`config.mk`:
```
export PLATFORM = sky130hd
export DESIGN_NAME = burst_pulse_gen
export DESIGN_NICKNAME = d
export VERILOG_FILES = /design/src/rtl/burst_pulse_pkg.sv /design/src/rtl/burst_edge_det.sv /design/src/rtl/burst_pulse_gen.sv
export SDC_FILE = /design/constraint.sdc
export NUM_CORES = 1
export LEC_CHECK = 0
export CAP_MARGIN = 40
export CORE_MARGIN = 2
export CORE_UTILIZATION = 50
export DETAILED_ROUTE_END_ITERATION = 10
export PLACE_DENSITY_LB_ADDON = 0.1
export SLEW_MARGIN = 20
export SYNTH_ARGS = -nofsm -noshare
export SYNTH_HDL_FRONTEND = slang
export SYNTH_HIERARCHICAL = 1
export SYNTH_SLANG_ARGS = --single-unit
```
`constraint.sdc`:
```
create_clock -name clk_100 -period 1.99 [get_ports clk_100]
set_input_delay 0.398 -clock clk_100 [delete_from_list [all_inputs] [get_ports clk_100]]
set_output_delay 0.398 -clock clk_100 [all_outputs]
set_load 0.01 [all_outputs]
```
`src/rtl/burst_pulse_pkg.sv`:
```
// Purpose: shared state encoding, default widths and minimum half-period for the burst pulse generator.
// Latency: none (declarations only).
// Backpressure: none (declarations only).
package burst_pulse_pkg;

    // Default counter widths used by the top-level parameters.
    localparam int DEF_CNT_W = 16;
    localparam int DEF_NUM_W = 8;

    // Shortest half-period the output stage may produce. Smaller settings are raised to this value.
    localparam int MIN_HALF  = 2;

    // Burst sequencer states. DAMP exists only in builds that include the damping phase.
    typedef enum logic [2:0] {
        ST_IDLE  = 3'd0,
        ST_DELAY = 3'd1,
        ST_POS   = 3'd2,
        ST_NEG   = 3'd3,
`ifdef BURST_PULSE_DAMP_EN
        ST_DAMP  = 3'd4,
`endif
        ST_DONE  = 3'd5
    } state_t;

endpackage

```
`src/rtl/burst_edge_det.sv`:
```
// Purpose: registered rising-edge detector for the burst sync input.
// Latency: rise is high in the cycle after the edge that first samples sig=1 following a 0 sample.
// Backpressure: none; one pulse per 0->1 transition, a level already high at reset release never fires.
module burst_edge_det (
    input  logic clk_100,
    input  logic reset_n,
    input  logic sig,
    output logic rise
);

    // Previous sample of sig, and a flag that is clear until the first post-reset sample exists.
    logic sig_q;
    logic armed;

    // Sample sig each cycle; suppress detection on the first sample after reset so a
    // level held high through reset release is not mistaken for a fresh edge.
    always_ff @(posedge clk_100 or negedge reset_n) begin
        if (!reset_n) begin
            sig_q <= 1'b0;
            armed <= 1'b0;
            rise  <= 1'b0;
        end else begin
            sig_q <= sig;
            armed <= 1'b1;
            rise  <= armed & sig & ~sig_q;
        end
    end

endmodule

```
`src/rtl/burst_pulse_gen.sv`:
```
// Purpose: ultrasound transmit burst sequencer: start delay, N bipolar P/N pairs, optional damping (BURST_PULSE_DAMP_EN).
// Latency: tx_busy one cycle after the detected sync edge, first tx_p D cycles after that, burst_done one cycle after the last drive.
// Backpressure: none; triggers while busy are dropped and flagged by a one-cycle overrun pulse, enable low aborts the burst.
module burst_pulse_gen
    import burst_pulse_pkg::*;
#(
    parameter int CNT_W = DEF_CNT_W,
    parameter int NUM_W = DEF_NUM_W
) (
    input  logic             clk_100,
    input  logic             reset_n,
    input  logic             burst_syn,
    input  logic             enable,
    input  logic [CNT_W-1:0] cfg_start_delay,
    input  logic [CNT_W-1:0] cfg_half_period,
    input  logic [NUM_W-1:0] cfg_pulse_num,
    output logic             tx_p,
    output logic             tx_n,
    output logic             tx_damp,
    output logic             tx_busy,
    output logic             burst_done,
    output logic             overrun
);

    localparam logic [CNT_W-1:0] MIN_H    = CNT_W'(MIN_HALF);
    localparam logic [CNT_W:0]   CNT_ONE  = {{CNT_W{1'b0}}, 1'b1};
    localparam logic [NUM_W-1:0] PAIR_ONE = {{(NUM_W-1){1'b0}}, 1'b1};

    // Sync edge pulse, one cycle wide.
    logic trig;

    // Sequencer state and counters. The phase counter is one bit wider than the
    // config so it can reach 2*H during damping; it starts at 1 on phase entry and
    // the phase ends when it equals the target, so it never wraps even at the
    // largest delay or pulse count.
    state_t           state;
    logic [CNT_W:0]   cnt;
    logic [NUM_W-1:0] pair_cnt;

    // Configuration captured when a burst is accepted.
    logic [CNT_W-1:0] delay_q;
    logic [CNT_W-1:0] half_q;
    logic [NUM_W-1:0] num_q;

    // Phase-end targets at counter width.
    logic [CNT_W:0]   delay_x;
    logic [CNT_W:0]   half_x;
`ifdef BURST_PULSE_DAMP_EN
    logic [CNT_W:0]   half2_x;
`endif

    burst_edge_det u_edge_det (
        .clk_100 (clk_100),
        .reset_n (reset_n),
        .sig     (burst_syn),
        .rise    (trig)
    );

    assign delay_x = {1'b0, delay_q};
    assign half_x  = {1'b0, half_q};
`ifdef BURST_PULSE_DAMP_EN
    assign half2_x = {half_q, 1'b0};
`else
    // No damping phase in this build: the damping switch is never closed.
    assign tx_damp = 1'b0;
`endif

    // Burst sequencer with registered drive/status outputs.
    always_ff @(posedge clk_100 or negedge reset_n) begin
        if (!reset_n) begin
            state      <= ST_IDLE;
            cnt        <= '0;
            pair_cnt   <= '0;
            delay_q    <= '0;
            half_q     <= '0;
            num_q      <= '0;
            tx_p       <= 1'b0;
            tx_n       <= 1'b0;
`ifdef BURST_PULSE_DAMP_EN
            tx_damp    <= 1'b0;
`endif
            tx_busy    <= 1'b0;
            burst_done <= 1'b0;
            overrun    <= 1'b0;
        end else begin
            burst_done <= 1'b0;
            // A trigger landing on an active burst is reported but otherwise ignored.
            overrun    <= trig & tx_busy;

            if ((state != ST_IDLE) && (state != ST_DONE) && !enable) begin
                // Enable withdrawn mid-burst: release every switch at once, no done pulse.
                state    <= ST_IDLE;
                cnt      <= '0;
                pair_cnt <= '0;
                tx_p     <= 1'b0;
                tx_n     <= 1'b0;
`ifdef BURST_PULSE_DAMP_EN
                tx_damp  <= 1'b0;
`endif
                tx_busy  <= 1'b0;
            end else begin
                case (state)
                    ST_IDLE: begin
                        if (trig && enable && (cfg_pulse_num != '0)) begin
                            delay_q  <= cfg_start_delay;
                            half_q   <= (cfg_half_period < MIN_H) ? MIN_H : cfg_half_period;
                            num_q    <= cfg_pulse_num;
                            pair_cnt <= PAIR_ONE;
                            cnt      <= CNT_ONE;
                            tx_busy  <= 1'b1;
                            if (cfg_start_delay == '0) begin
                                state <= ST_POS;
                                tx_p  <= 1'b1;
                            end else begin
                                state <= ST_DELAY;
                            end
                        end
                    end

                    ST_DELAY: begin
                        if (cnt == delay_x) begin
                            state <= ST_POS;
                            cnt   <= CNT_ONE;
                            tx_p  <= 1'b1;
                        end else begin
                            cnt <= cnt + CNT_ONE;
                        end
                    end

                    ST_POS: begin
                        if (cnt == half_x) begin
                            state <= ST_NEG;
                            cnt   <= CNT_ONE;
                            tx_p  <= 1'b0;
                            tx_n  <= 1'b1;
                        end else begin
                            cnt <= cnt + CNT_ONE;
                        end
                    end

                    ST_NEG: begin
                        if (cnt == half_x) begin
                            cnt  <= CNT_ONE;
                            tx_n <= 1'b0;
                            if (pair_cnt == num_q) begin
`ifdef BURST_PULSE_DAMP_EN
                                state   <= ST_DAMP;
                                tx_damp <= 1'b1;
`else
                                state      <= ST_DONE;
                                tx_busy    <= 1'b0;
                                burst_done <= 1'b1;
`endif
                            end else begin
                                state    <= ST_POS;
                                pair_cnt <= pair_cnt + PAIR_ONE;
                                tx_p     <= 1'b1;
                            end
                        end else begin
                            cnt <= cnt + CNT_ONE;
                        end
                    end

`ifdef BURST_PULSE_DAMP_EN
                    ST_DAMP: begin
                        if (cnt == half2_x) begin
                            state      <= ST_DONE;
                            cnt        <= '0;
                            tx_damp    <= 1'b0;
                            tx_busy    <= 1'b0;
                            burst_done <= 1'b1;
                        end else begin
                            cnt <= cnt + CNT_ONE;
                        end
                    end
`endif

                    ST_DONE: begin
                        state    <= ST_IDLE;
                        cnt      <= '0;
                        pair_cnt <= '0;
                    end

                    default: begin
                        state    <= ST_IDLE;
                        cnt      <= '0;
                        pair_cnt <= '0;
                        tx_p     <= 1'b0;
                        tx_n     <= 1'b0;
`ifdef BURST_PULSE_DAMP_EN
                        tx_damp  <= 1'b0;
`endif
                        tx_busy  <= 1'b0;
                    end
                endcase
            end
        end
    end

endmodule

```
==> metrics <==
status=finished, violations left; Die X-Extent=94.3 um; DRC=0; die area=8880 um2; vias per std cell=5.78; Setup Skew=0.00964 ns; crit path launch=cnt[13]; Clock transition at path regs=0.08 ns; arrival time worst endpoint=2.49 ns; TritonRoute pass-1 iters=5; Synth Instances=384; CTS tree=built; Routed WL=11300 um; syn nets=430; DRT antenna net count=0; max_cap viols=0; GRT Util Overall=25.6%; initial antenna violation count=0; Synth Warn #=6; Worst R2R Path Depth=8; synthesized flop and latch total=76; clock sinks=76; starting density of the core=52.2%; Netlist cell types=56; failing checks=negative setup slack; Synth area leaders=dfrtp_1 (47%), mux2_2 (11%), xor2_1 (5.4%), xnor2_1 (4.7%), o21ai_0 (2.2%); non-filler instance count after layout=619; Placed Cells=590; Worst Path Required=2.23 ns; first-pass GRT wire length=17200 um; Crit. End Element=register; grt ovf=0; root buf cell=clkbuf_8; count leader, synth=dfrtp_1; synth cell count leaders=dfrtp_1 (76), mux2_2 (38), xor2_1 (25); post-layout min period=2.25 ns; CP peak stage delay=0.45 ns; reg-to-reg startpoint=cnt[13]; number of diodes=0; Setup Crit Path Kind=register to register; CTS buffer count=9; RePlAce Congestion=0.850; Final Hold Fails=0; vias=3579; Synth area leader=dfrtp_1; RSZ-0062 raised after global routing=yes; Die Ht=94.3 um; Initial DRC Count=200; max frequency=0.444 GHz; clk_lat worst skew=0.36 ns; CP Launch Type=register; Post-synth EDFFs=0; flop2flop setup slack=-0.26 ns; Area growth syn-to-layout=42.7%; Final #Nets=558; FF-to-FF End=cnt[5]; core region area=7810 um2; worst hold path class=register to register; Worst Slack Setup Final=-0.262 ns; Core Rows=32; H-Tree Depth=3; register area share after synthesis=46.7%; Clock Tree Buf Depth=2; post-synth top area share=46.7%; Max VDD drop=0.746 mV; async set or reset register ratio after synthesis=100%; P_leak=2.52 nW; crit-path max FO=5; top_reg_cell synth=dfrtp_1; slowest CP cell=dfrtp_2; final setup vio count=29; Port Buffer Count=48; largest net degree at the start of global routing=32; vias in the first global route=3523; dpl hpwl=7790 um; Syn Area/Cell=10.6 um2; IO Pins=50; pwr/cell area=1130 nW/um2; drt wl/cell=18.3 um; crit share post-route=113%; layout cells sized above 1=36.9%; worst path cell trace=xnor2_1 > nand3_1 > nor4_4 > nand2_2 > a311oi_4 > buf_4 > buf_6 > nor2_1; Syn Std Cell Area=4070 um2; DP Worst Slack=-0.466 ns; Critical Path End=cnt[5]; max-slew violations=0
flip-flops by register name, summed over array words and instances, names as in the netlist, 3 cells and up:
signal    cells
delay_q      16
half_q       16
num_q         8
cnt          17
state         3
pair_cnt      8
layer usage:
metal  vias to the layer above  wire length, um  GRT usage (%)
li1                       1656                -              -
met1                      1764             4980           34.5
met2                       139             5460           40.8
met3                        20              684           6.66
met4                         0              222           7.25
met5                         -                0              0
critical path, delay by kind of cell, from the launching register on:
kind            cells  cell delay [ns]
flops               1             0.45
simple gates        4             0.78
buf+inv             2             0.30
compound gates      1             0.39
xor+xnor            1             0.21
how the worst min path moves through the flow:
stage / cells after the start / endpoint / start / slack [ns]
3_5_place_dp: 1 / delay_q[0] / reset_n / 0.38
3_3_place_gp: 1 / delay_q[1] / reset_n / 0.37
5_1_grt: 1 / u_edge_det/sig_q / burst_syn / 0.51
6_report: 1 / u_edge_det/rise / u_edge_det/armed / 0.49
4_1_cts: 1 / u_edge_det/sig_q / burst_syn / 0.49
2_1_floorplan: 0 / burst_done / reset_n / 0.10
area by class of cell:
| type | count | area, um2 |
|---|---|---|
| tap | 102 | 128 |
| clock inverter | 4 | 55.1 |
| fill | 545 | 1990 |
| multi-input combinational | 277 | 2280 |
| sequential | 76 | 1910 |
| inverter | 10 | 37.5 |
| clock buffer | 12 | 155 |
| timing repair buffer | 138 | 1240 |
placed cells by master (no fill, tap or decap), types with 3 or more instances in the layout:
cell	synthesis	final
nand2_1	21	21
a31oi_1	8	7
a221oi_2	0	3
o21ai_1	1	5
or3_1	4	4
nand3_1	15	13
xnor2_2	1	5
nand2b_1	3	3
o31ai_1	3	3
nor4_1	14	12
dfrtp_1	76	71
buf_4	4	78
nor2_2	0	3
mux2_2	38	38
clkbuf_8	0	11
xor2_1	25	25
xnor2_1	22	16
nand4_1	10	10
and3_1	7	7
dfrtp_2	0	5
nor3_1	9	7
o21ai_0	18	11
a21oi_1	7	4
clkdlybuf4s50_1	0	47
nor2_1	24	20
inv_1	10	10
buf_12	0	5
buf_6	3	7
power breakdown:
part           switching, mW  leakage, nW  internal [mW]
Sequential             0.472        0.972           2.02
Clock                  0.584        0.103          0.655
Combinational           1.29         1.45           1.56
cells by family (layout without fill, tap and decap cells):
family	after synthesis	in the layout	synth area share [%]
other	2	2	0.184
AND/OR/NAND/NOR	119	119	15.5
flip-flops	76	76	46.7
AO/OA/AOI/OAI	65	65	11.1
multiplexers	41	41	11.3
XOR/XNOR	48	48	10.5
buffers and inverters	31	164	4.06
adder cells (fa/ha/maj)	2	2	0.614
timing repair:
| action | 4_1_cts | 5_1_grt |
|---|---|---|
| endpoints found under the hold margin | 29 | 0 |
| gates cloned | 0 | 1 |
| hold buffers | 1 | 0 |
| endpoints found under the setup margin | 31 | 31 |
| pin swaps | 10 | 12 |
| setup buffers | 4 | 8 |
| gates resized for setup | 21 | 42 |
per-stage QoR:
step	hold slack, ns	TNS (ns)	area [um2]	power, mW	util (%)
2_1_floorplan	0.102	-0.253	4130	3.83	-
3_3_place_gp	0.368	-19.71	5240	4.75	67.1
3_5_place_dp	0.377	-21.37	5240	4.81	67.1
4_1_cts	0.490	-2.11	5560	6.17	71.2
5_1_grt	0.507	-6.21	5810	6.93	74.5
6_report	0.493	-4.38	5810	6.58	74.5
No activity file was read; power rests on OpenSTA's default activity.
